### src/rtl/clk_switch_seq_if.sv
// Request handshake into the clock-switch sequencer.
// master issues req_vld/req_sel, slave answers with req_rdy.
interface clk_switch_seq_if;
  logic req_vld;
  logic req_sel;
  logic req_rdy;

  modport master (
    output req_vld,
    output req_sel,
    input  req_rdy
  );

  modport slave (
    input  req_vld,
    input  req_sel,
    output req_rdy
  );
endinterface

### src/rtl/clk_switch_seq.sv
// Select sequencer for the glitch-free ref/PLL clock switch.
// CLK_SWITCH_SEQ_FALLBACK_EN adds automatic fallback to ref on lock loss.
module clk_switch_seq #(
  parameter int LOCK_STABLE_CYCLES = 16,
  parameter int LOCK_TIMEOUT       = 1024,
  parameter int SETTLE_CYCLES      = 8
) (
  input  logic              clk,
  input  logic              rst,
  clk_switch_seq_if.slave   req,
  input  logic              pll_lock,
  input  logic              err_clr,
  output logic              clk_sel,
  output logic              busy,
  output logic              done,
  output logic              err_timeout,
  output logic              lock_lost
);

  localparam int SW = $clog2(LOCK_STABLE_CYCLES + 1);
  localparam int TW = $clog2(LOCK_TIMEOUT + 1);
  localparam int EW = $clog2(SETTLE_CYCLES + 1);

  localparam logic [SW-1:0] STABLE_MAX = SW'(LOCK_STABLE_CYCLES);
  localparam logic [TW-1:0] TMO_MAX    = TW'(LOCK_TIMEOUT);
  localparam logic [EW-1:0] SETTLE_END = EW'(SETTLE_CYCLES - 1);

  typedef enum logic [2:0] {
    IDLE,
    WAIT_LOCK,
    SWITCH,
    SETTLE,
    DONE
  } state_t;

  state_t        state, state_nx;
  logic          lock_meta, lock_sync;
  logic          target, target_nx;
  logic          fb_mode, fb_mode_nx;
  logic          clk_sel_nx;
  logic [SW-1:0] stable_cnt, stable_nx;
  logic [TW-1:0] tmo_cnt, tmo_nx;
  logic [EW-1:0] settle_cnt, settle_nx;
  logic          set_tmo;
  logic          fallback_trig;
  logic          accept;

  assign req.req_rdy = (state == IDLE) & ~fallback_trig;
  assign accept      = req.req_vld & req.req_rdy;
  assign busy        = (state != IDLE);
  assign done        = (state == DONE);

  always_ff @(posedge clk) begin
    if (rst) begin
      lock_meta <= 1'b0;
      lock_sync <= 1'b0;
    end else begin
      lock_meta <= pll_lock;
      lock_sync <= lock_meta;
    end
  end

  always_comb begin
    state_nx   = state;
    target_nx  = target;
    fb_mode_nx = fb_mode;
    clk_sel_nx = clk_sel;
    stable_nx  = stable_cnt;
    tmo_nx     = tmo_cnt;
    settle_nx  = settle_cnt;
    set_tmo    = 1'b0;
    unique case (state)
      IDLE: begin
        if (fallback_trig) begin
          target_nx  = 1'b0;
          fb_mode_nx = 1'b1;
          state_nx   = SWITCH;
        end else if (accept) begin
          target_nx  = req.req_sel;
          fb_mode_nx = 1'b0;
          if (req.req_sel == clk_sel) begin
            state_nx = DONE;
          end else if (!req.req_sel) begin
            state_nx = SWITCH;
          end else begin
            stable_nx = '0;
            tmo_nx    = '0;
            state_nx  = WAIT_LOCK;
          end
        end
      end
      WAIT_LOCK: begin
        // lock win is checked first so it beats a same-cycle timeout
        if (stable_cnt == STABLE_MAX) begin
          state_nx = SWITCH;
        end else if (tmo_cnt == TMO_MAX) begin
          set_tmo  = 1'b1;
          state_nx = DONE;
        end else begin
          stable_nx = lock_sync ? stable_cnt + SW'(1) : '0;
          tmo_nx    = tmo_cnt + TW'(1);
        end
      end
      SWITCH: begin
        clk_sel_nx = target;
        settle_nx  = '0;
        state_nx   = SETTLE;
      end
      SETTLE: begin
        if (settle_cnt == SETTLE_END) begin
          state_nx = fb_mode ? IDLE : DONE;
        end else begin
          settle_nx = settle_cnt + EW'(1);
        end
      end
      DONE: begin
        state_nx = IDLE;
      end
      default: begin
        state_nx = IDLE;
      end
    endcase
  end

  always_ff @(posedge clk) begin
    if (rst) begin
      state      <= IDLE;
      target     <= 1'b0;
      fb_mode    <= 1'b0;
      clk_sel    <= 1'b0;
      stable_cnt <= '0;
      tmo_cnt    <= '0;
      settle_cnt <= '0;
    end else begin
      state      <= state_nx;
      target     <= target_nx;
      fb_mode    <= fb_mode_nx;
      clk_sel    <= clk_sel_nx;
      stable_cnt <= stable_nx;
      tmo_cnt    <= tmo_nx;
      settle_cnt <= settle_nx;
    end
  end

  always_ff @(posedge clk) begin
    if (rst) begin
      err_timeout <= 1'b0;
    end else if (set_tmo) begin
      err_timeout <= 1'b1;
    end else if (err_clr) begin
      err_timeout <= 1'b0;
    end
  end

`ifdef CLK_SWITCH_SEQ_FALLBACK_EN
  logic lost_q;

  assign fallback_trig = (state == IDLE) & clk_sel & ~lock_sync;
  assign lock_lost     = lost_q;

  always_ff @(posedge clk) begin
    if (rst) begin
      lost_q <= 1'b0;
    end else if (fallback_trig) begin
      lost_q <= 1'b1;
    end else if (err_clr) begin
      lost_q <= 1'b0;
    end
  end
`else
  assign fallback_trig = 1'b0;
  assign lock_lost     = 1'b0;
`endif

endmodule

### src/flat_wrapper.sv
// flat-port wrapper written by rule: the top's interface ports become plain ports
module clk_switch_seq_flat 
#(
  parameter int LOCK_STABLE_CYCLES = 16,
  parameter int LOCK_TIMEOUT       = 1024,
  parameter int SETTLE_CYCLES      = 8
)
  (clk, rst, pll_lock, err_clr, clk_sel, busy, done, err_timeout, lock_lost, req_req_vld, req_req_sel, req_req_rdy);
  clk_switch_seq_if req_i ();
  input  logic clk;
  input  logic rst;
  input  logic pll_lock;
  input  logic err_clr;
  output logic clk_sel;
  output logic busy;
  output logic done;
  output logic err_timeout;
  output logic lock_lost;
  input wire logic [$bits(req_i.req_vld)-1:0] req_req_vld;
  input wire logic [$bits(req_i.req_sel)-1:0] req_req_sel;
  output wire logic [$bits(req_i.req_rdy)-1:0] req_req_rdy;
  assign req_i.req_vld = req_req_vld;
  assign req_i.req_sel = req_req_sel;
  assign req_req_rdy = req_i.req_rdy;
  clk_switch_seq #(.LOCK_STABLE_CYCLES(LOCK_STABLE_CYCLES), .LOCK_TIMEOUT(LOCK_TIMEOUT), .SETTLE_CYCLES(SETTLE_CYCLES)) u_core (.clk(clk), .rst(rst), .req(req_i), .pll_lock(pll_lock), .err_clr(err_clr), .clk_sel(clk_sel), .busy(busy), .done(done), .err_timeout(err_timeout), .lock_lost(lock_lost));
endmodule
### config.mk
export PLATFORM = sky130hd
export DESIGN_NAME = clk_switch_seq_flat
export DESIGN_NICKNAME = d
export VERILOG_FILES = /design/src/rtl/clk_switch_seq_if.sv /design/src/rtl/clk_switch_seq.sv /design/src/flat_wrapper.sv
export SDC_FILE = /design/constraint.sdc
export NUM_CORES = 1
export LEC_CHECK = 0
export CORE_AREA = 4 4 59 61
export DETAILED_ROUTE_END_ITERATION = 6
export DIE_AREA = 0 0 63 65
export PLACE_DENSITY = 0.84
export SYNTH_ARGS = -nofsm -noshare
export SYNTH_HDL_FRONTEND = slang
export SYNTH_SLANG_ARGS = --single-unit
### constraint.sdc
create_clock -name clk -period 2 [get_ports clk]
set_input_delay 0.4 -clock clk [delete_from_list [all_inputs] [get_ports clk]]
set_output_delay 0.4 -clock clk [all_outputs]
set_load 0.01 [all_outputs]
==> results.sh, run 1 <==
export IMPL_status="completed"
export IMPL_fin_crit_sh_pct=93.9
export IMPL_ctsLongestPathBuffers=2
export IMPL_synth_area_leaders="dfxtp_1, ha_1, nand3_1"
export IMPL_ios=12
export IMPL_finalSetupViolCount=0
export IMPL_cts_root_buf="clkbuf_4"
export IMPL_dp_slack_ns=-0.154
export IMPL_grt_pass1_wl_mm=5.98
export IMPL_async_flop_share_pct=0
export IMPL_grt_overflow=0
export IMPL_hold_viol_final=0
export IMPL_period_minus_slack_ns=1.88
export IMPL_power_density_mw_per_mm2=640
export IMPL_power_leakage_nw=0.729
export IMPL_start_util_pct=53.8
export IMPL_synth_fp_nets=203
export IMPL_hold_path_class="register to register"
export IMPL_antenna_found_initial=0
export IMPL_cp_end_kind="output pin"
export IMPL_setup_ws_ns=0.121
export IMPL_yosysTopAreaCellShare_pct=35.0
export IMPL_crit_path_max_incr_delay_ns=0.42
export IMPL_synth_cell_area_sq_mm=0.00160
export IMPL_grt_pass1_vias=1339
export IMPL_die_w_um=63
export IMPL_cts_sinks=28
export IMPL_maxCapViolations=0
export IMPL_finClkSkew_ns=0.00985
export IMPL_post_cts_buffers=0
export IMPL_arrival_ns=1.48
export IMPL_crit_required_ns=1.60
export IMPL_dieArea_sq_mm=0.00410
export IMPL_area_growth_pct=18.4
export IMPL_yosysTopAreaCell="dfxtp_1"
export IMPL_syn_inst=190
export IMPL_postRouteAntennaNets=0
export IMPL_clkTransAtPathRegs_ns=0.16
export IMPL_synthFlopType="dfxtp_1"
export IMPL_yosys_warnings=0
export IMPL_cts_buffers_inserted=3
export IMPL_diodes=0
export IMPL_track_usage_pct=17.9
export IMPL_slew_violations=0
export IMPL_drt_total_wl_mm=3.44
export IMPL_cp_max_fo=7
export IMPL_avgRoutedWirePerCell_um=14.0
export IMPL_worstPathCellList="or3_1 > inv_1 > dlygate4sd2_1"
export IMPL_insertion_delay_ns=0.34
export IMPL_grt_start_max_net_pins=18
export IMPL_postSynthAreaPerCell_sq_um=8.43
export IMPL_synth_seq_cells=28
export IMPL_drive_gt1_share_pct=14.6
export IMPL_timing_setup_tns_ns=0
export IMPL_rows=20
export IMPL_first_pass_iters=4
export IMPL_cts_tree="done"
export IMPL_die_h_um=65
export IMPL_cts_htree_levels=1
export IMPL_synth_edff_count=0
export IMPL_netlist_cell_type_count=48
export IMPL_seq_area_frac_synth_pct=35.0
export IMPL_core_area_sq_mm=0.00298
export IMPL_port_buffers=10
export IMPL_vias_per_cell=5.97
export IMPL_utilization_pct=63.7
export IMPL_nets=226
export IMPL_max_clock_freq_mhz=532
export IMPL_ir_worst_vdd_mv=0.336
export IMPL_cts_hold_buf=0
export IMPL_routabilityCongestion=0.792
export IMPL_critPathLaunchType="register"
export IMPL_routed_via_count=1463
export IMPL_setup_worst_path_class="register to output pin"
export IMPL_worst_path_max_delay_cell="or3_1"
export IMPL_rsz0062_at_grt="false"
export IMPL_drt_iter0_drc=83
export IMPL_hpwl_mm=2.46
export IMPL_drc=0
==> sequential cells by signal, indices dropped and copies added (netlist names) <==
signal / cells
u_core.settle_cnt: 4
u_core.lock_meta: 1
u_core.state: 3
u_core.lock_sync: 1
u_core.clk_sel: 1
u_core.target: 1
u_core.err_timeout: 1
u_core.tmo_cnt: 11
u_core.stable_cnt: 5
==> worst paths after layout <==
kind         slack (ns)                to  cells after the start                 start
max reg2reg        0.21   u_core.state[0]                      7  u_core.stable_cnt[0]
min                0.46  u_core.lock_sync                      1      u_core.lock_meta
min reg2reg        0.46  u_core.lock_sync                      1      u_core.lock_meta
max                0.12       req_req_rdy                      3       u_core.state[0]
==> cell usage after synthesis, drive strengths merged (3+ instances only) <==
library cell and n:
o221ai 3, nor4 3, nand2b 5, nor3 5, dfxtp 28, o21ai 11, o211ai 4, nand2 12
buf 6, inv 14, a32oi 3, and2 4, clkbuf 4, a31oi 9, a21oi 9, nand3 13
ha 7, or3 3, nor2 8, nor2b 4
==> report_power, final <==
part           switching, mW  internal, mW  total [mW]
Combinational          0.134         0.116       0.250
Sequential            0.0124         0.574       0.586
Clock                  0.175         0.203       0.378
==> cells in the final DEF (no fill, tap or decap), types with 2 or more instances in the layout <==
master / n
nand3_1: 13
and3b_1: 2
xnor2_1: 2
nor2b_1: 4
nor3_1: 5
o2bb2ai_1: 2
clkdlybuf4s50_1: 7
clkbuf_4: 3
a211o_1: 2
nand4_1: 2
nand2b_1: 5
nor2_1: 7
dlygate4sd2_1: 3
ha_1: 7
a21oi_1: 9
a31oi_1: 8
a21o_1: 2
and2_1: 4
mux2i_1: 2
o211ai_1: 4
nand2_1: 11
nand3b_1: 2
o221ai_1: 3
or3_1: 3
buf_4: 18
dfxtp_1: 27
nor4_1: 3
and3_1: 2
inv_1: 14
a32oi_1: 3
o21ai_0: 11
==> through the flow <==
stage	instances	hold slack, ns	instance area [sq um]	power (mW)
5_1_grt	245	0.483	1900	1.27
6_report	245	0.463	1900	1.21
3_3_place_gp	241	0.442	1820	0.845
4_1_cts	245	0.468	1870	1.21
3_5_place_dp	241	0.440	1820	0.847
2_1_floorplan	190	0.414	1600	0.740
==> critical path, delay by kind of cell (launching register included) <==
family        cells  cell delay [ns]
flops             1             0.38
buf+inv           2             0.35
simple gates      1             0.42
==> final cells by class <==
cell class | count | area (sq um)
clock buffers | 3 | 22.5
fillers | 236 | 1080
clock inverters | 1 | 30.0
repair buffers | 28 | 231
well taps | 33 | 41.3
multi-input cells | 138 | 956
inverters | 14 | 52.6
flip-flops and latches | 28 | 562
==> layer usage <==
| layer | GRT usage [%] | up-vias | share of wire [%] |
|---|---|---|---|
| met5 | 0 | - | 0 |
| met4 | 6.34 | 0 | 1.2 |
| met3 | 2.60 | 5 | 2.8 |
| met2 | 30.7 | 23 | 47 |
| met1 | 22.8 | 688 | 49 |
| li1 | - | 747 | - |
==> cell families after synthesis <==
family	after synthesis	share of synthesized area, %
compound gates	54	23.7
xor+xnor	2	1.09
fa+ha+maj	7	5.47
buf+inv	24	6.80
flops	28	35.0
mux	2	1.25
other cells	1	0.234
simple gates	72	26.5
==> what timing repair did <==
item | CTS | global route
endpoints found under the setup margin | 3 | 14
hold endpoints to repair | 0 | 0
resized for setup | 5 | 4
Note: power is estimated with default switching activity, not from simulation.
==> run 2, diff against run 1 <==
SLEW_MARGIN = 20   (was not set)
==> results of run 2 <==
Final layout, timing and power as in run 1 (identical DEF).
==> variant, RTL diff (flow settings as in run 1) <==
Encoding of `state_t`: now one-hot (5 bits for 5 states).
--- a/src/rtl/clk_switch_seq.sv
+++ b/src/rtl/clk_switch_seq.sv
@@ -25,12 +25,12 @@
   localparam logic [TW-1:0] TMO_MAX    = TW'(LOCK_TIMEOUT);
   localparam logic [EW-1:0] SETTLE_END = EW'(SETTLE_CYCLES - 1);
 
-  typedef enum logic [2:0] {
-    IDLE,
-    WAIT_LOCK,
-    SWITCH,
-    SETTLE,
-    DONE
+  typedef enum logic [4:0] {
+    IDLE      = 5'b00001,
+    WAIT_LOCK = 5'b00010,
+    SWITCH    = 5'b00100,
+    SETTLE    = 5'b01000,
+    DONE      = 5'b10000
   } state_t;
 
   state_t        state, state_nx;
Formal check against the unedited RTL: no difference found for any inputs over 10 cycles, from zero or initial values and one cycle with rst high; not proved beyond that.
==> variant against run 1 <==
Sequential cell count is 2 higher; wire length rose by 14%; worst hold slack got worse by 0.0082 ns; cell area rose by 9.0%; synthesized area shrank 1.2%; worst setup slack worse by 0.094 ns; non-clock buffer count is 10 higher; power fell by 6.0%; global-route usage grew 1.1 points; maximum frequency down 4.8%; first-iteration DRC count increased by 18%.
==> variant: results (changes against run 1) <==
Detailed routing
The total vias in the final route is 1531 (+4.6%). The detailed-routed wire length on met3 is 107 um (+13%). The total met2 wirelength after detailed routing came to 2040 um (+25%).

Synthesis
Ranked by total cell area, the synthesized netlist is headed by sky130_fd_sc_hd__dfxtp_1, sky130_fd_sc_hd__ha_1, sky130_fd_sc_hd__nor2_1, sky130_fd_sc_hd__a21oi_1, sky130_fd_sc_hd__a311oi_1. The synthesized netlist cell count is 186 (-2.1%). In the synthesized netlist, the cells that appear most often are sky130_fd_sc_hd__dfxtp_1, sky130_fd_sc_hd__nor2_1, sky130_fd_sc_hd__a21oi_1, sky130_fd_sc_hd__nand2_1, sky130_fd_sc_hd__nand3_1. The proportion of synthesized chip area in sequential cells is 37.9% (+2.9 points).

The fraction of synthesized cell area in xor and xnor cells is 0.553% (-0.54 points).

Global routing
The global router's overall resource usage is 19.0% (+1.1 points). The largest net degree at the start of global routing is 11 (-7). The via count of the first global-routing pass was 1439 (+7.5%). The met1 track utilization from global routing is 22.5% (-0.22 points). The global-route track usage on met2 is 34.9% (+4.2 points). The met3 track demand over resource in global routing is 3.12% (+0.52 points).

The wire length of the first global-routing pass is 6290 um (+5.2%).

Power and ir drop
The power of the combinational group is 0.160 mW (-36%). The power after layout is 1.14 mW (-6.0%). The cell leakage power is 0.806 nW (+11%).

The design internal power is 0.848 mW (-4.9%).

Setup path
The data arrival time of the critical path is 2.23 ns (+0.75 ns). The worst register-to-register path ends at u_core.stable_cnt[2]. The maximum net fanout on the critical path is 8 (+1). The reg-to-reg startpoint is u_core.state[2].

Run status
The run finished with clean final reports.

Final layout
The register fraction of the total cell area is 29.2% (-0.40 points). From synthesis to final layout, the design area changed by 30.6%. The clock buffer instance count of the final layout came to 7 (+4).

The total of plain and repair buffers excluding clock buffers is 38 (+36%). The multi-input gate share of the layout cell area is 48.8% (-1.6 points). In the final layout, the registers with the most flip-flops are u_core.tmo_cnt x11, u_core.stable_cnt x5, u_core.state x5.

The final sequential cell count was 30 (+7.1%). The non-filler instance count after layout is 259 (+5.7%). The fill cell instance count of the final layout is 233 (-1.3%).

Placement
The final weighted congestion in routability-driven placement is 0.864 (+9.1%). The post-place setup slack is -0.0513 ns (+0.102 ns).

Clock network
The TritonCTS buffer count is 5 (+2). The number of gates given a new drive strength after cts is 14 (+9).

Timing
The worst hold slack came to 0.455 ns (-0.00818 ns). The worst setup skew after layout is 0.00824 ns (-0.00161 ns).
variant: worst max path at each step:
stage	depth (start not counted)	endpoint	slack (ns)	startpoint
after floorplan	5	u_core.stable_cnt[1]	0.09	u_core.state[2]
after detailed placement	9	u_core.tmo_cnt[3]	-0.05	u_core.stable_cnt[1]
after CTS	3	req_req_rdy	-0.02	u_core.state[3]
final	6	u_core.stable_cnt[2]	0.03	u_core.state[2]
after global placement	7	u_core.stable_cnt[1]	0.003	req_req_sel
after global routing	6	u_core.stable_cnt[2]	-0.05	u_core.state[2]
variant: critical path: stages, from the launching register on:
cell                      delay (ns)
sky130_fd_sc_hd__dfxtp_1        0.32
sky130_fd_sc_hd__or3_4          0.42
sky130_fd_sc_hd__nor3_4         0.21
sky130_fd_sc_hd__buf_6          0.14
sky130_fd_sc_hd__a22oi_2        0.15
sky130_fd_sc_hd__or4b_1         0.53
sky130_fd_sc_hd__a21oi_1        0.15
